File: config.mk
export PLATFORM = sky130hd
export DESIGN_NAME = uart_tx_fifo_flat
export DESIGN_NICKNAME = d
export VERILOG_FILES = /design/src/rtl/uart_tx_fifo_pkg.sv /design/src/rtl/uart_tx_fifo_if.sv /design/src/rtl/uart_tx_fifo_byte_fifo.sv /design/src/rtl/uart_tx_fifo.sv /design/src/flat_wrapper.sv
export SDC_FILE = /design/constraint.sdc
export NUM_CORES = 1
export LEC_CHECK = 0
export ABC_AREA = 1
export BUFFER_PORTS_ARGS = -buffer_cell sky130_fd_sc_hd__buf_2
export CAP_MARGIN = 40
export CORE_ASPECT_RATIO = 1.1
export CORE_MARGIN = 1.5
export CORE_UTILIZATION = 35
export DETAILED_ROUTE_END_ITERATION = 10
export PLACE_DENSITY = 0.61
export SYNTH_ARGS = -nofsm -noshare
export SYNTH_HDL_FRONTEND = slang
export SYNTH_SLANG_ARGS = --single-unit
File: constraint.sdc
create_clock -name clk -period 2.6 [get_ports clk]
set_input_delay 0.26 -clock clk [delete_from_list [all_inputs] [get_ports clk]]
set_output_delay 0.26 -clock clk [all_outputs]
set_load 0.01 [all_outputs]
File: src/rtl/uart_tx_fifo_pkg.sv
// uart_pkg: FSM state encoding and default timing parameters shared by the UART TX FIFO
package uart_pkg;
  typedef enum logic [2:0] {ST_IDLE, ST_START, ST_WAIT_ACK, ST_WAIT_DONE, ST_GAP} tx_state_e;
  localparam int ACK_TIMEOUT_DEF = 15;
  localparam int GAP_CYCLES_DEF = 0;
endpackage

File: src/rtl/uart_tx_fifo_if.sv
// uart_tx_fifo_if: producer and transmitter signals of uart_tx_fifo
// master drives flush/in_data/in_valid/tx_busy; slave (the FIFO) drives the rest
interface uart_tx_fifo_if #(parameter int DEPTH = 16) ();
  logic                     flush;
  logic [7:0]               in_data;
  logic                     in_valid;
  logic                     in_ready;
  logic                     tx_busy;
  logic [7:0]               tx_data;
  logic                     tx_start;
  logic [$clog2(DEPTH):0]   level;
  logic                     empty;
  logic                     idle;
  logic                     timeout_err;
  modport master (output flush, in_data, in_valid, tx_busy,
                  input in_ready, tx_data, tx_start, level, empty, idle, timeout_err);
  modport slave (input flush, in_data, in_valid, tx_busy,
                 output in_ready, tx_data, tx_start, level, empty, idle, timeout_err);
endinterface

File: src/rtl/uart_tx_fifo_byte_fifo.sv
// byte_fifo: byte FIFO with registered level and synchronous flush
// ports: clk, rst_n (async, active-low), flush, push, pop, wdata -> rdata (head), full, empty, level
module byte_fifo #(
  parameter int DEPTH = 16
) (
  input  logic                   clk,
  input  logic                   rst_n,
  input  logic                   flush,
  input  logic                   push,
  input  logic                   pop,
  input  logic [7:0]             wdata,
  output logic [7:0]             rdata,
  output logic                   full,
  output logic                   empty,
  output logic [$clog2(DEPTH):0] level
);
  localparam int AW = $clog2(DEPTH);
  logic [7:0]    mem [DEPTH];
  logic [AW-1:0] wr_ptr_q, wr_ptr_d, rd_ptr_q, rd_ptr_d;
  logic [AW:0]   level_q, level_d;
  logic          do_push, do_pop;
  // full refuses a push even when a pop happens in the same cycle
  always_comb begin
    do_push  = push && !full && !flush;
    do_pop   = pop && !empty && !flush;
    wr_ptr_d = flush ? '0 : wr_ptr_q + AW'(do_push);
    rd_ptr_d = flush ? '0 : rd_ptr_q + AW'(do_pop);
    level_d  = flush ? '0 : level_q + (AW+1)'(do_push) - (AW+1)'(do_pop);
  end
  always_ff @(posedge clk or negedge rst_n) begin
    if (!rst_n) begin
      wr_ptr_q <= '0;
      rd_ptr_q <= '0;
      level_q  <= '0;
    end else begin
      wr_ptr_q <= wr_ptr_d;
      rd_ptr_q <= rd_ptr_d;
      level_q  <= level_d;
    end
  end
  always_ff @(posedge clk) begin
    if (do_push) mem[wr_ptr_q] <= wdata;
  end
  assign rdata = mem[rd_ptr_q];
  assign full  = level_q == (AW+1)'(DEPTH);
  assign empty = level_q == '0;
  assign level = level_q;
endmodule

File: src/rtl/uart_tx_fifo.sv
// uart_tx_fifo: buffers producer bytes and hands them one at a time to a UART transmitter
// ports: clk, rst_n (async, active-low), bus (slave modport: producer handshake, flush,
// transmitter start/busy handshake, level/empty/idle status, sticky timeout_err)
module uart_tx_fifo
  import uart_pkg::*;
#(
  parameter int DEPTH       = 16,
  parameter int GAP_CYCLES  = GAP_CYCLES_DEF,
  parameter int ACK_TIMEOUT = ACK_TIMEOUT_DEF
) (
  input logic           clk,
  input logic           rst_n,
  uart_tx_fifo_if.slave bus
);
  localparam int CMAX = ACK_TIMEOUT > GAP_CYCLES ? ACK_TIMEOUT : GAP_CYCLES;
  localparam int CW   = $clog2(CMAX + 1) + 1;
  tx_state_e              state_q, state_d;
  logic [CW-1:0]          cnt_q, cnt_d;
  logic [7:0]             tx_data_q, tx_data_d, head;
  logic                   err_q, err_d, pop, full, empty;
  logic [$clog2(DEPTH):0] level;
  byte_fifo #(.DEPTH(DEPTH)) u_fifo (
    .clk   (clk),
    .rst_n (rst_n),
    .flush (bus.flush),
    .push  (bus.in_valid),
    .pop   (pop),
    .wdata (bus.in_data),
    .rdata (head),
    .full  (full),
    .empty (empty),
    .level (level)
  );
  // one counter serves both the ack timeout and the inter-byte gap
  always_comb begin
    state_d   = state_q;
    cnt_d     = cnt_q;
    tx_data_d = tx_data_q;
    err_d     = err_q;
    pop       = 1'b0;
    case (state_q)
      ST_IDLE: begin
        cnt_d = '0;
        if (!empty && !bus.flush) begin
          pop       = 1'b1;
          tx_data_d = head;
          state_d   = ST_START;
        end
      end
      ST_START: begin
        cnt_d   = '0;
        state_d = ST_WAIT_ACK;
      end
      ST_WAIT_ACK: begin
        if (bus.tx_busy) state_d = ST_WAIT_DONE;
        else if (cnt_q == CW'(ACK_TIMEOUT - 1)) begin
          err_d   = 1'b1;
          cnt_d   = '0;
          state_d = ST_GAP;
        end else cnt_d = cnt_q + CW'(1);
      end
      ST_WAIT_DONE: begin
        cnt_d   = '0;
        state_d = bus.tx_busy ? ST_WAIT_DONE : ST_GAP;
      end
      ST_GAP: begin
        if (GAP_CYCLES == 0 || cnt_q == CW'(GAP_CYCLES - 1)) state_d = ST_IDLE;
        else cnt_d = cnt_q + CW'(1);
      end
      default: state_d = ST_IDLE;
    endcase
  end
  always_ff @(posedge clk or negedge rst_n) begin
    if (!rst_n) begin
      state_q   <= ST_IDLE;
      cnt_q     <= '0;
      tx_data_q <= 8'h00;
      err_q     <= 1'b0;
    end else begin
      state_q   <= state_d;
      cnt_q     <= cnt_d;
      tx_data_q <= tx_data_d;
      err_q     <= err_d;
    end
  end
  assign bus.in_ready    = !full;
  assign bus.tx_data     = tx_data_q;
  assign bus.tx_start    = state_q == ST_START;
  assign bus.level       = level;
  assign bus.empty       = empty;
  assign bus.idle        = empty && state_q == ST_IDLE;
  assign bus.timeout_err = err_q;
endmodule

File: src/flat_wrapper.sv
// flat-port wrapper written by rule: the top's interface ports become plain ports
module uart_tx_fifo_flat import uart_pkg::*;
#(
  parameter int DEPTH       = 16,
  parameter int GAP_CYCLES  = GAP_CYCLES_DEF,
  parameter int ACK_TIMEOUT = ACK_TIMEOUT_DEF
)
  (clk, rst_n, bus_flush, bus_in_data, bus_in_valid, bus_tx_busy, bus_in_ready, bus_tx_data, bus_tx_start, bus_level, bus_empty, bus_idle, bus_timeout_err);
  uart_tx_fifo_if #(.DEPTH(DEPTH)) bus_i ();
  input logic clk;
  input logic rst_n;
  input wire logic [$bits(bus_i.flush)-1:0] bus_flush;
  input wire logic [$bits(bus_i.in_data)-1:0] bus_in_data;
  input wire logic [$bits(bus_i.in_valid)-1:0] bus_in_valid;
  input wire logic [$bits(bus_i.tx_busy)-1:0] bus_tx_busy;
  output wire logic [$bits(bus_i.in_ready)-1:0] bus_in_ready;
  output wire logic [$bits(bus_i.tx_data)-1:0] bus_tx_data;
  output wire logic [$bits(bus_i.tx_start)-1:0] bus_tx_start;
  output wire logic [$bits(bus_i.level)-1:0] bus_level;
  output wire logic [$bits(bus_i.empty)-1:0] bus_empty;
  output wire logic [$bits(bus_i.idle)-1:0] bus_idle;
  output wire logic [$bits(bus_i.timeout_err)-1:0] bus_timeout_err;
  assign bus_i.flush = bus_flush;
  assign bus_i.in_data = bus_in_data;
  assign bus_i.in_valid = bus_in_valid;
  assign bus_i.tx_busy = bus_tx_busy;
  assign bus_in_ready = bus_i.in_ready;
  assign bus_tx_data = bus_i.tx_data;
  assign bus_tx_start = bus_i.tx_start;
  assign bus_level = bus_i.level;
  assign bus_empty = bus_i.empty;
  assign bus_idle = bus_i.idle;
  assign bus_timeout_err = bus_i.timeout_err;
  uart_tx_fifo #(.DEPTH(DEPTH), .GAP_CYCLES(GAP_CYCLES), .ACK_TIMEOUT(ACK_TIMEOUT)) u_core (.clk(clk), .rst_n(rst_n), .bus(bus_i));
endmodule
# Word-level counts from Yosys, hierarchy flattened
# Memories as Yosys holds them, arrays and structs flattened. A register that Yosys moved wholly into a read port is not among the register bits.
# Cells that the tools add are included.
word_totals:
  reg_bits: 22
  ramBits: 128
  output_inout_bits: 18
  memories: 1
op_classes:
  add_sub_neg: 5
  n_eq_ne: 8
  n_mux: 15
  n_bitwise: 1
  reduce_logical: 18
memory_table:
  columns: ["name", "words", "word_bits", "read_ports", "rd_clocked_by_memory_dff", "wr", "line", "source"]
  rows:
  - ["u_core.u_fifo.mem", 16, 8, 1, 1, 1, "uart_tx_fifo_byte_fifo.sv:18", "logic [7:0] mem [DEPTH];"]
op_table:
  columns: ["operator", "n"]
  rows:
  - ["2-to-1 mux 5 bit", 3]
  - ["2-to-1 mux 3 bit", 4]
  - ["case mux 3 bit (4 select lines)", 1]
  - ["case mux 5 bit (2 select lines)", 1]
  - ["adder 4 x 1 -> 4 bit", 2]
  - ["2-to-1 mux 4 bit", 2]
  - ["equality test 3 x 2 -> 1 bit, second input constant", 2]
  - ["logical AND 1 bit", 6]
  - ["AND reduction 2 bit", 3]
  - ["adder 5 x 1 -> 5 bit", 1]
  - ["adder 5 x 1 -> 5 bit, second input constant", 1]
  - ["equality test 5 x 4 -> 1 bit, second input constant", 1]
  - ["equality test 5 bit, second input constant", 1]
  - ["logical NOT 5 bit", 1]
  - ["subtractor 5 x 1 -> 5 bit", 1]
  - ["logical NOT 1 bit", 4]
  - ["2-to-1 mux 1 bit", 4]
  - ["equality test 3 x 1 -> 1 bit, second input constant", 1]
  - ["logical NOT 3 bit", 1]
  - ["inequality test 3 x 2 -> 1 bit, second input constant", 1]
  - ["AND reduction 3 bit", 1]
  - ["OR reduction 3 bit", 1]
  - ["inequality test 2 x 1 -> 1 bit, second input constant", 1]
  - ["inequality test 2 bit, second input constant", 1]
  - ["2 further kinds", 2]

# Logic depth before layout (Yosys ltp)
# Gate-level depths: netlist of run 1.
logic_depth:
  ltp_word: 9
  depth_mapped: 15
  mapped_depth_nobuf: 15

# By module
# From an unflattened synthesis of run 1, not the netlist that was laid out.
unflattened:
  cells_unflattened: 733
  hier_area_um2: 7235.7
modules_own_cells:
  columns: ["mod", "instances", "cells_per_inst", "area_each_um2"]
  rows:
  - ["byte_fifo", 1, 634, 6363.6]
  - ["uart_tx_fifo", 1, 99, 872.1]

# Worst setup path before layout of run 1
# No wires, ideal clock.
synth_path:
  kind: "reg-to-reg"
  from: "register u_core.u_fifo.level_q[2] (netlist: u_core.u_fifo.level[2])"
  to: "register u_core.u_fifo.level_q[4] (netlist: u_core.u_fifo.level[4])"
  setup_time_ns: 0.136
  t_arrival_ns: 2.330
  t_required_ns: 2.464
  setup_slack_ns: 0.135
  path_stages_with_launch: 16
  path_buffers: 0
  period_less_slack_ns: 2.465
  cell_sequence: "dfrtp_1 -> inv_1 -> ha_1 -> nand4_1 -> nand3_2 -> inv_2 -> ha_1 -> inv_1 -> ha_1 -> inv_1 -> fa_1 -> inv_1 -> a21oi_1 -> nor2_1 -> o21a_1 -> nor3_1"
synth_via:
  elab_chain_len: 9
  elab_cells_between_ends: 14
  cone_classes: "add/sub (2); eq/ne (1); mux (3); reduce/logical (8)"
synth_rtl:
  columns: ["item", "line", "source"]
  rows:
  - ["start, declared", "uart_tx_fifo_byte_fifo.sv:20", "logic [AW:0] level_q, level_d;"]
  - ["start signal, assigned", "uart_tx_fifo_byte_fifo.sv:38", "level_q <= level_d;"]
  - ["branches (longest 7 deep; another with adder 5 x 1 -> 5 bit)", null, null]
  - ["subtractor 5 x 1 -> 5 bit (*)", "uart_tx_fifo_byte_fifo.sv:28", "level_d = flush ? '0 : level_q + (AW+1)'(do_push) - (AW+1)'(do_pop);"]
  - ["2-to-1 mux 5 bit (*)", "uart_tx_fifo_byte_fifo.sv:28", null]
  - ["via u_core.u_fifo.level_d[4]", "uart_tx_fifo_byte_fifo.sv:20", null]
# Mark *: on every way through the listed nets, which the timed path passes.
# A chain may end at the register's enable or synchronous reset.

# Worst setup path after layout of run 1
# Ends and elaborated chain as after synthesis.

==> impl_results.md, run 1 <==
- Met3 Wirelength: 674 µm
- First drt pass iteration count: 4
- Initial DRC Count: 352
- CTS H-tree lvls: 4
- Wire length per cell: 15.8 µm
- Crit-path max FO: 3
- HP Start: bus_flush
- Util after Layout: 0.417
- Filler cell count in the final layout: 1895
- Final Worst Setup Slack: 0.192 ns
- Std-Cell Core Area: 19800 µm²
- Hold endpoint: u_core.u_fifo.rd_ptr_q[0]$_DFF_PN0_
- Remaining number of nets flagged by the antenna check after routing: 0
- Max cap viols: 0
- Vias in the first global route: 4653
- Wire length the detailed router placed on met1: 6.99 mm
- Global-route wire length before repair: 25.3 mm
- Area occupied by multi-input gates: 1810 µm²
- Critical Path AT: 2.71 ns
- Initial core utilization: 0.357
- Total DRC errors in the routed layout: 0
- Number of distinct library cell variants in the gate-level netlist after synthesis: 26
- Top routing layer used: met4
- Status: completed
- Pre-CTS WS: 0.121 ns
- Crit end category: register
- R2r setup slk: 0.19 ns
- Vert. Die Dim: 152 µm
- Clock transition at path regs: 0.07 ns
- Portion of total power attributed to sequential cells: 0.398
- Required time of the critical path: 2.90 ns
- Num CTS Buffers: 17
- Number of vias after detailed routing: 4751
- Total number of yosys warnings: 0
- Placer's final routability congestion estimate: 0.795
- Setup-failing EPs final: 0
- Worst setup skew after layout: 0.00961 ns
- Overall global routing resource usage: 0.157
- Net load switching power: 0.00230 W
- Final hold violation count: 0
- Slew @ Worst Pin: 0.757 ns
- Layout area overhead: 16.9%
- Terminus of the critical flop-to-flop path: u_core.u_fifo.level[4]$_DFF_PN0_
- Aggregate global routing overflow: 0
- Final cycle utilization of the critical path: 0.926
- Net switching share of the total power: 0.304
- Fmax: 415 MHz
- Class of the most critical setup path: register to register
- Mean Syn Cell Area: 10.1 µm²
- Number of nets at the end of the flow: 780
- Die Outline Area: 21000 µm²
- Number of antenna violations at the first check in global routing: 0
- Post-Syn Nets: 726
- HPWL after detailed placement: 9.91 mm
- Clock latency reported for the late side of the worst-skew pair: 0.42 ns
- Area taken by flip-flops and latches: 4600 µm²
- CTS Buffer Depth: 2
- Number of instances on the worst hold path: 2
- Std cell rows: 54
- Maximum number of pins on one net before global-route repair: 66
- Met2 wirelength from detailed routing: 8.13 mm
- TritonCTS clock tree: built
- Clock tree root driver cell: clkbuf_16
- Reg-to-reg startpoint: u_core.u_fifo.level[2]$_DFF_PN0_
- Width of the chip: 138 µm
- Register area share after synthesis: 0.651
- Quantity of I/O buffers inserted on ports: 30
- Number of cells in the finished layout apart from fillers: 1019
- TritonCTS Sinks: 158
- Fin Hold WS: 0.159 ns
- Time the worst path needs with I/O delays and setup: 2.41 ns
- Top-Level Pins: 31
- Ratio of cells with drive above 1 in the final layout: 0.132
- LEAKAGE: 3.65 nW
- Yosys reg bits: 158
- Internal Dissipation: 0.00525 W
- Synthesized netlist cell count: 700
- Combinational power share: 0.244
- Launching element type of the critical path: register
- Path class of the lowest-slack min-delay path: input port to register
- Tightest slew margin relative to the limit: 0.495
- Worst reg-to-reg path cell count: 15
- Power per unit of standard cell area: 915 nW/µm²
- Total count of max-transition violations in the final report: 0
- Final WL: 16.1 mm
- Placed Cells: 979
- Clk network pwr share: 0.358
- Antenna diode count: 0
- Cell Area, Synth: 7060 µm²
- Worst voltage drop across the vdd grid: 607 µV
- Mean number of vias per cell: 4.66
## routing by layer
| layer | GRT usage | vias up |
|---|---|---|
| met5 | 0 | - |
| met4 | 0.0536 | 0 |
| met3 | 0.0287 | 17 |
| met2 | 0.274 | 101 |
| met1 | 0.196 | 2278 |
| li1 | - | 2355 |
## cell type report
class,count,share of cell area
multi-input cells,385,0.220
inverters,132,0.0600
clock inverters,15,0.0264
flip-flops and latches,158,0.557
repair buffers,60,0.0473
well taps,252,0.0382
clock buffers,17,0.0515
## cells in the final DEF, fill, tap and decap left out, types with 3 or more instances in the layout
master	n
o22ai_1	4
nand2_1	199
buf_2	30
dfrtp_1	29
edfxtp_1	128
nor2_1	31
a21oi_1	6
nand3_1	108
ha_1	10
xor2_1	4
xnor2_1	3
buf_4	28
nand4_1	3
bufinv_16	5
clkbuf_16	17
inv_2	6
clkinv_1	3
inv_1	125
o21ai_0	5
## critical path: stages (launching register included)
cell and delay [ns]:
dfrtp_1 0.41, inv_2 0.09, ha_4 0.13, nand4_1 0.13
nand3_2 0.12, inv_2 0.04, ha_1 0.28, inv_1 0.06
ha_2 0.17, inv_1 0.07, fa_2 0.38, inv_2 0.05
a21oi_1 0.05, nor2_1 0.14, o21a_1 0.12, nor3_1 0.04
## what timing repair did
item	4_1_cts	5_1_grt
endpoints found under the setup margin	0	1
hold buffers	1	0
gates resized for setup	0	7
setup buffers	0	7
endpoints found under the hold margin	30	0
## cell families (layout without fill, tap and decap cells)
logic type	count (synthesis)	count (layout)	synth area share
AOI/OAI and AO/OA	18	18	0.0144
xor gates and xnor gates	7	7	0.00868
adders and majority gates	13	13	0.0241
buffers and inverters	157	224	0.0948
DFF	158	158	0.651
and+or+nand+nor	347	347	0.207
## state kept, by name, summed over array words and instances (netlist names)
signal and cells:
u_core.u_fifo.mem 128, u_core.bus.tx_data 8, u_core.cnt_q 5, u_core.u_fifo.level 5, u_core.u_fifo.rd_ptr_q 4, u_core.u_fifo.wr_ptr_q 4, u_core.state_q 3, u_core.bus.timeout_err 1
## synthesized netlist by cell type
cell type  instances  area (µm²)
fa_1               1        20.0
nand2_1          199         747
nand3_1          108         541
buf_6              8        90.1
a31oi_1            1        6.26
o22ai_1            4        25.0
nand3_2            1        10.0
ha_1              12         150
edfxtp_1         128        3840
buf_2             16        80.1
nor2_1            31         116
clkbuf_1           1        3.75
xor2_1             4        35.0
inv_1            128         480
clkinv_1           1        3.75
inv_2              3        11.3
o21ai_0            5        25.0
nand4_1            3        18.8
xnor2_1            3        26.3
o31ai_1            1        7.51
a21oi_1            6        30.0
nor2_2             1        6.26
nand3b_1           2        15.0
dfrtp_1           30         751
o21a_1             1        7.51
nor3_1             2        10.0
## power groups by stage
| stage | sequential (W) | combinational (W) | clock (W) |
|---|---|---|---|
| 4_1_cts | 0.00300 | 0.00176 | 0.00274 |
| 3_3_place_gp | 0.00304 | 0.00175 | 0 |
| 3_5_place_dp | 0.00305 | 0.00176 | 0 |
| 6_report | 0.00300 | 0.00185 | 0.00270 |
| 5_1_grt | 0.00303 | 0.00208 | 0.00284 |
| 2_1_floorplan | 0.00308 | 0.00119 | 0 |
## per-stage QoR
step	TNS [ns]	power [W]	instance area, µm²
3_3_place_gp	0	0.00479	7530
5_1_grt	-0.0197	0.00795	8250
6_report	0	0.00755	8250
3_5_place_dp	0	0.00481	7530
4_1_cts	0	0.00750	8180
2_1_floorplan	0	0.00427	7060
## worst max path at each step
stage | start | endpoint | slack (ns) | cells after the start
floorplan | u_core.u_fifo.level[2]$_DFF_PN0_ | u_core.u_fifo.level[4]$_DFF_PN0_ | 0.13 | 15
finish | u_core.u_fifo.level[2]$_DFF_PN0_ | u_core.u_fifo.level[4]$_DFF_PN0_ | 0.19 | 15
global route | u_core.u_fifo.level[2]$_DFF_PN0_ | u_core.u_fifo.level[4]$_DFF_PN0_ | -0.02 | 15
detailed placement | u_core.u_fifo.level[3]$_DFF_PN0_ | u_core.u_fifo.level[4]$_DFF_PN0_ | 0.12 | 15
CTS | u_core.u_fifo.level[3]$_DFF_PN0_ | u_core.u_fifo.level[4]$_DFF_PN0_ | 0.10 | 15
global placement | u_core.u_fifo.level[3]$_DFF_PN0_ | u_core.u_fifo.level[4]$_DFF_PN0_ | 0.19 | 15
Note: power is estimated with default switching activity, not from simulation.
==> inputs of run 2 (changes only) <==
--- a/config.mk
+++ b/config.mk
@@ -7,12 +7,14 @@
 export LEC_CHECK = 0
 export ABC_AREA = 1
 export BUFFER_PORTS_ARGS = -buffer_cell sky130_fd_sc_hd__buf_2
-export CAP_MARGIN = 40
+export CAP_MARGIN = 20
+export CELL_PAD_IN_SITES_DETAIL_PLACEMENT = 0
+export CELL_PAD_IN_SITES_GLOBAL_PLACEMENT = 1
 export CORE_ASPECT_RATIO = 1.1
 export CORE_MARGIN = 1.5
 export CORE_UTILIZATION = 35
 export DETAILED_ROUTE_END_ITERATION = 10
-export PLACE_DENSITY = 0.61
+export PLACE_DENSITY = 0.71
 export SYNTH_ARGS = -nofsm -noshare
 export SYNTH_HDL_FRONTEND = slang
 export SYNTH_SLANG_ARGS = --single-unit
==> constraint.sdc (replaced) <==
create_clock -name clk -period 2.6 [get_ports clk]
set_input_delay 0.52 -clock clk [delete_from_list [all_inputs] [get_ports clk]]
set_output_delay 0.52 -clock clk [all_outputs]
set_load 0.01 [all_outputs]
==> run 2 against run 1 <==
- setup slack better by 0.082 ns
- clock power down 7.8%
- maximum frequency grew 3.5%
- flip-flop and latch count unchanged
- clock skew is 0.0026 ns lower
- sequential share of layout area increased by 0.67 points
- sequential power barely moved
- register-to-register slack improved by 0.08 ns
- design area is 1.2% lower
- combinational power is 5% lower
- cell count shrank 0.29%
- largest cell class unchanged
- largest power group unchanged
- highest routed layer unchanged
==> impl_results.md, run 2 (synthesis results as in run 1) <==
- TNS Setup: 0 ns (unchanged)
- Mean number of vias per cell: 4.53 (-2.7%)
- Flip-flop count of the largest register after layout: 128 (unchanged)
- First drt pass iteration count: 4 (unchanged)
- Antenna diode count: 0 (unchanged)
- Setup-failing EPs final: 0 (unchanged)
- Die Outline Area: 21000 µm² (unchanged)
- Layout area overhead: 15.5%
- Biggest register: u_core.u_fifo.mem
- Final cycle utilization of the critical path: 0.895 (-0.0317)
- Net load switching power: 0.00225 W (-2.0%)
- Top-Level Pins: 31 (unchanged)
- Internal Dissipation: 0.00500 W (-4.8%)
- Ratio of cells with drive above 1 in the final layout: 0.123 (-0.00865)
- Crit end category: register
- Initial core utilization: 0.357 (unchanged)
- Overall global routing resource usage: 0.158 (+0.00106)
- Total count of max-transition violations in the final report: 0 (unchanged)
- HPWL after detailed placement: 9.84 mm (-0.70%)
- Std-Cell Core Area: 19800 µm² (unchanged)
- Initial DRC Count: 228 (-35%)
- Total DRC errors in the routed layout: 0 (unchanged)
- LEAKAGE: 3.62 nW (-0.93%)
- Class of the most critical setup path: register to register
- Worst setup skew after layout: 0.00696 ns (-0.00265 ns)
- Wire length per cell: 15.5 µm (-1.7%)
- Power Total: 0.00725 W (-4.0%)
- Clock transition at path regs: 0.06 ns (about the same)
- Net switching share of the total power: 0.311 (+0.00624)
- Critical Path AT: 2.63 ns (-0.08 ns)
- Std cell rows: 54 (unchanged)
- Clock latency reported for the late side of the worst-skew pair: 0.42 ns (about the same)
- Vert. Die Dim: 152 µm (unchanged)
- Num CTS Buffers: 17 (unchanged)
- Width of the chip: 138 µm (unchanged)
- Fmax: 430 MHz (+3.5%)
- Clk network pwr share: 0.344 (-0.014)
- Launching element type of the critical path: register
- Status: completed
- Max cap viols: 0 (unchanged)
- Slew @ Worst Pin: 0.718 ns (-0.0387 ns)
- Leading cell type in the layout, fill and taps excluded: nand2_1
- Post-route cell area: 8160 µm² (-1.2%)
- Portion of total power attributed to sequential cells: 0.414 (+0.016)
- Final WL: 15.7 mm (-2.0%)
- Clock tree root driver cell: clkbuf_16
- CTS Buffer Depth: 2 (unchanged)
- Area after DPL: 7550 µm² (+0.23%)
- Remaining number of nets flagged by the antenna check after routing: 0 (unchanged)
- Quantity of I/O buffers inserted on ports: 30 (unchanged)
- Tightest slew margin relative to the limit: 0.520 (+0.0251)
- Number of vias after detailed routing: 4607 (-3.0%)
- CTS H-tree lvls: 4 (unchanged)
- Vias in the first global route: 4514 (-3.0%)
- Number of nets at the end of the flow: 777 (-0.38%)
- Number of antenna violations at the first check in global routing: 0 (unchanged)
- Commonest cells after routing, fill and taps aside: nand2_1, inv_1, edfxtp_1
- Hold buffer count at cts: 0 (-1)
- Placer's final routability congestion estimate: 0.781 (-1.8%)
- Global-route wire length before repair: 24.8 mm (-2.0%)
- Crit-path max FO: 3 (unchanged)
- Fin Hold WS: 0.137 ns (-0.0213 ns)
- Path class of the lowest-slack min-delay path: input port to async pin
- TritonCTS clock tree: built
- Power per unit of standard cell area: 889 nW/µm² (-2.8%)
- Time the worst path needs with I/O delays and setup: 2.33 ns (-0.0824 ns)
- Final hold violation count: 0 (unchanged)
- Filler cell count in the final layout: 1948 (+2.8%)
- TritonCTS Sinks: 158 (unchanged)
- Maximum number of pins on one net before global-route repair: 40 (-39%)
- Aggregate global routing overflow: 0 (unchanged)
- Worst voltage drop across the vdd grid: 622 µV (+2.4%)
- Required time of the critical path: 2.91 ns (about the same)
- Combinational power share: 0.243 (about the same)
- Setup repair after global routing missed its margin: false
## run 2: cell count changes in the layout (fill, tap and decap cells not counted), sizes merged
cell / delta
clkbuf: +1
inv: -1
buf: -2
dlygate4sd3: -1
clkinvlp: -1
bufinv: -2
clkinv: +3
## run 2: path summary, 6_finish.rpt
check	slack, ns	from	end	cells past startpoint
min reg2reg	0.46	u_core.bus.timeout_err$_DFFE_PN0P_	u_core.bus.timeout_err$_DFFE_PN0P_	2
max reg2reg	0.27	u_core.u_fifo.level[3]$_DFF_PN0_	u_core.u_fifo.level[4]$_DFF_PN0_	15
min	0.14	rst_n	u_core.bus.timeout_err$_DFFE_PN0P_	1
max in group asynchronous	1.97	rst_n	u_core.u_fifo.rd_ptr_q[0]$_DFF_PN0_	1
max	0.27	u_core.u_fifo.level[3]$_DFF_PN0_	u_core.u_fifo.level[4]$_DFF_PN0_	15
min in group clk	0.43	bus_tx_busy	u_core.state_q[0]$_DFFE_PN0P_	3
## run 2: final cells by class
class / instances / area (µm²) / share of cell area
flip-flops and latches: 158 / 4600 / 0.563
multi-input cells: 385 / 1800 / 0.221
inverters: 132 / 495 / 0.0607
clock buffers: 18 / 429 / 0.0526
repair buffers: 57 / 353 / 0.0433
well taps: 252 / 315 / 0.0387
clock inverters: 14 / 169 / 0.0207
## run 2: layer usage
layer  GRT usage  vias up  share of wire
li1            -     2348              -
met1       0.186     2176           0.41
met2       0.288       70           0.53
met3      0.0246       13          0.039
met4      0.0607        0          0.015
met5           0        -              0
## run 2: worst max-delay path: stages, from the launching register on
cell	delay, ns
dfrtp_1	0.40
inv_1	0.08
ha_1	0.17
nand4_1	0.12
nand3_2	0.10
inv_2	0.04
ha_1	0.27
inv_1	0.05
ha_1	0.16
inv_1	0.06
fa_2	0.34
inv_1	0.06
a21oi_1	0.05
nor2_1	0.12
o21a_1	0.13
nor3_1	0.04
## run 2: power by group through the flow
stage | clock [W] | sequential [W] | combinational, W
2_1_floorplan | 0 | 0.00308 | 0.00119
4_1_cts | 0.00254 | 0.00300 | 0.00177
3_3_place_gp | 0 | 0.00305 | 0.00175
6_report | 0.00249 | 0.00300 | 0.00176
3_5_place_dp | 0 | 0.00305 | 0.00176
5_1_grt | 0.00263 | 0.00302 | 0.00200
## run 2: timing repair
action	4_1_cts	5_1_grt
buffers inserted	0	1
gates resized for setup	0	1
endpoints found under the setup margin	0	1
## run 2: through the flow
stage / utilization / instances / setup slack (ns)
floorplan: - / 700 / 0.135
global placement: 0.381 / 983 / 0.193
detailed placement: 0.381 / 983 / 0.155
CTS: 0.412 / 1015 / 0.133
global route: 0.412 / 1016 / 0.0641
finish: 0.412 / 1016 / 0.274
==> inputs of run 3 (changes only) <==
--- a/config.mk
+++ b/config.mk
@@ -14,7 +14,7 @@
 export CORE_MARGIN = 1.5
 export CORE_UTILIZATION = 35
 export DETAILED_ROUTE_END_ITERATION = 10
-export PLACE_DENSITY = 0.71
+export PLACE_DENSITY = 0.66
 export SYNTH_ARGS = -nofsm -noshare
 export SYNTH_HDL_FRONTEND = slang
 export SYNTH_SLANG_ARGS = --single-unit
==> run 3 against run 2 <==
- worst hold slack improved by 0.010 ns
- non-clock buffer count decreased by 1
- cell count about the same
- register-to-register slack got worse by 0.08 ns
- clock skew increased by 0.0016 ns
- die area unchanged
- total power decreased by 3.3%
- sequential power about the same
- global-route usage about the same
- design area decreased by 0.67%
- critical endpoint unchanged
- highest routed layer unchanged
==> impl_results.md, run 3 (synthesis results as in run 1) <==
- GRT met2 Usage: 0.274 (-0.0140)
- Placer's final routability congestion estimate: 0.792 (+1.5%)
- Area occupied by multi-input gates: 1800 µm² (unchanged)
- Ratio of cells with drive above 1 in the final layout: 0.118 (-0.00508)
- Levels on crit path: 15 (unchanged)
- Hold buffer count at cts: 0 (unchanged)
- Num CTS Buffers: 17 (unchanged)
- Maximum number of pins on one net before global-route repair: 66 (+65%)
- Clock transition at path regs: 0.06 ns (about the same)
- Wire length per cell: 15.6 µm (+0.40%)
- HPWL after detailed placement: 10.3 mm (+4.7%)
- TNS Setup: 0 ns (unchanged)
- Aggregate global routing overflow: 0 (unchanged)
- CTS H-tree lvls: 4 (unchanged)
- Biggest register: u_core.u_fifo.mem
- Largest stage delay on the critical path: 0.40 ns (about the same)
- Initial DRC Count: 389 (+71%)
- Status: completed
- Launching element type of the critical path: register
- Net load switching power: 0.00219 W (-2.8%)
- Number of cells in the finished layout apart from fillers: 1015 (-0.098%)
- Vert. Die Dim: 152 µm (unchanged)
- Leading cell type in the layout, fill and taps excluded: nand2_1
- Cell chain of the critical path: inv_2, ha_1, nand4_1, nand3_2, inv_4, ha_1, inv_1, ha_1, inv_1, fa_2, inv_1, a21oi_1, nor2_1, nor3_1, nor3_1
- Final hold violation count: 0 (unchanged)
- Final WL: 15.8 mm (+0.30%)
- Std cell rows: 54 (unchanged)
- Filler cell count in the final layout: 1909 (-2.0%)
- Clk network pwr share: 0.323 (-0.021)
- Layer with the highest usage: met2
- R2r setup slk: 0.20 ns (-0.08 ns)
- Overall global routing resource usage: 0.158 (-0.000280)
- Crit-path max FO: 10 (+7)
- Number of nets at the end of the flow: 776 (-0.13%)
- Top-Level Pins: 31 (unchanged)
- TritonCTS clock tree: built
- Vias in the first global route: 4604 (+2.0%)
- Pre-CTS WS: 0.0244 ns (-0.130 ns)
- Number of antenna violations at the first check in global routing: 0 (unchanged)
- Slowest stage cell on the critical path: dfrtp_1
- Total count of max-transition violations in the final report: 0 (unchanged)
- Global routing usage on met1: 0.192 (+0.00633)
- Internal Dissipation: 0.00482 W (-3.6%)
- Clock latency reported for the late side of the worst-skew pair: 0.42 ns (about the same)
- Critical Path AT: 2.74 ns (+0.11 ns)
- Final cycle utilization of the critical path: 0.924 (+0.0295)
- Kind of cell adding the most delay to the critical path: adder cells
- Slew @ Worst Pin: 0.743 ns (+0.0241 ns)
- Area taken by flip-flops and latches: 4600 µm² (unchanged)
- Fmax: 416 MHz (-3.2%)
- Path class of the lowest-slack min-delay path: input port to async pin
- Max cap viols: 0 (unchanged)
- Layout area overhead: 14.7%
- Clock tree root driver cell: clkbuf_16
- Initial core utilization: 0.357 (unchanged)
- Placed Cells: 981 (-0.20%)
- CTS Buffer Depth: 2 (unchanged)
- Quantity of I/O buffers inserted on ports: 30 (unchanged)
- Combinational power share: 0.250 (+0.007)
- Remaining number of nets flagged by the antenna check after routing: 0 (unchanged)
- Std-Cell Core Area: 19800 µm² (unchanged)
- Class of the most critical setup path: register to register
- LEAKAGE: 3.60 nW (-0.58%)
- Buf+Inv Stages, Crit Path: 5 (unchanged)
- Worst setup skew after layout: 0.00854 ns (+0.00158 ns)
- Net switching share of the total power: 0.312 (+0.00173)
- Setup-failing EPs final: 0 (unchanged)
- Global-route wire length before repair: 25.1 mm (+1.2%)
- Power per unit of standard cell area: 865 nW/µm² (-2.7%)
- Worst voltage drop across the vdd grid: 568 µV (-8.6%)
- Antenna diode count: 0 (unchanged)
- Crit end category: register
- Setup repair after global routing missed its margin: false
- Width of the chip: 138 µm (unchanged)
- Flip-flop count of the largest register after layout: 128 (unchanged)
- Met3 track utilization from global routing: 0.0271 (+0.00252)
- Total DRC errors in the routed layout: 0 (unchanged)
- Commonest cells after routing, fill and taps aside: nand2_1, edfxtp_1, inv_1
- Time the worst path needs with I/O delays and setup: 2.40 ns (+0.0766 ns)
- First drt pass iteration count: 5 (+1)
- Tightest slew margin relative to the limit: 0.505 (-0.0154)
- Final Worst Setup Slack: 0.197 ns (-0.0766 ns)
- Mean number of vias per cell: 4.61 (+1.7%)
- Portion of total power attributed to sequential cells: 0.428 (+0.014)
- Die Outline Area: 21000 µm² (unchanged)
- Worst reg-to-reg path cell count: 15 (unchanged)
- Number of vias after detailed routing: 4683 (+1.6%)
- TritonCTS Sinks: 158 (unchanged)
- Required time of the critical path: 2.94 ns (+0.03 ns)
## run 3: cell count changes in the layout (fill, tap and decap cells not counted)
cell,delta
bufinv_16,-3
buf_12,+1
clkinv_4,-5
inv_6,-1
clkinv_1,-1
buf_4,-2
inv_4,+3
clkbuf_16,+2
clkinvlp_4,-1
inv_1,-1
clkbuf_1,+5
clkinv_2,+2
## run 3: power groups by stage
stage,Combinational [W],Clock [W],Sequential (W)
floorplan,0.00119,0,0.00308
global placement,0.00173,0,0.00304
detailed placement,0.00175,0,0.00305
CTS,0.00176,0.00232,0.00300
global route,0.00199,0.00241,0.00302
finish,0.00175,0.00226,0.00300
## run 3: final timing paths
check	from	end
setup reg to reg	u_core.u_fifo.level[2]$_DFF_PN0_	u_core.u_fifo.level[4]$_DFF_PN0_
hold / removal	rst_n	u_core.state_q[0]$_DFFE_PN0P_
max in group asynchronous	rst_n	u_core.u_fifo.rd_ptr_q[0]$_DFF_PN0_
setup / recovery	u_core.u_fifo.level[2]$_DFF_PN0_	u_core.u_fifo.level[4]$_DFF_PN0_
min in group clk	bus_tx_busy	u_core.state_q[0]$_DFFE_PN0P_
hold reg to reg	u_core.bus.timeout_err$_DFFE_PN0P_	u_core.bus.timeout_err$_DFFE_PN0P_
## run 3: stage by stage
stage                     power [W]  cell area (µm²)  hold slack [ns]  utilization
after floorplan             0.00427             7060            0.224            -
after global routing        0.00742             8100            0.203        0.409
after CTS                   0.00708             8080            0.157        0.408
after global placement      0.00477             7550            0.461        0.381
final                       0.00701             8100            0.148        0.409
after detailed placement    0.00480             7550            0.464        0.381
## run 3: routing by layer
metal / share of wire / vias to the layer above
li1: - / 2343
met1: 0.44 / 2257
met2: 0.51 / 64
met3: 0.021 / 19
met4: 0.024 / 0
met5: 0 / -
## run 3: final cells by class
cell class / count / area share
sequential: 158 / 0.567
multi-input combinational: 385 / 0.222
clock buffer: 25 / 0.0615
inverter: 132 / 0.0615
timing repair buffer: 56 / 0.0442
tap: 252 / 0.0389
clock inverter: 7 / 0.00463
## run 3: worst reg2reg max path: stages, from the launching register on
cell	delay [ns]
dfrtp_1	0.40
inv_2	0.07
ha_1	0.16
nand4_1	0.12
nand3_2	0.12
inv_4	0.07
ha_1	0.28
inv_1	0.07
ha_1	0.17
inv_1	0.06
fa_2	0.35
inv_1	0.07
a21oi_1	0.05
nor2_1	0.12
nor3_1	0.06
nor3_1	0.15
## run 3: what timing repair did
item / 4_1_cts / 5_1_grt
setup endpoints to repair: 0 / 1
buffers inserted: 0 / 2
resized for setup: 0 / 3
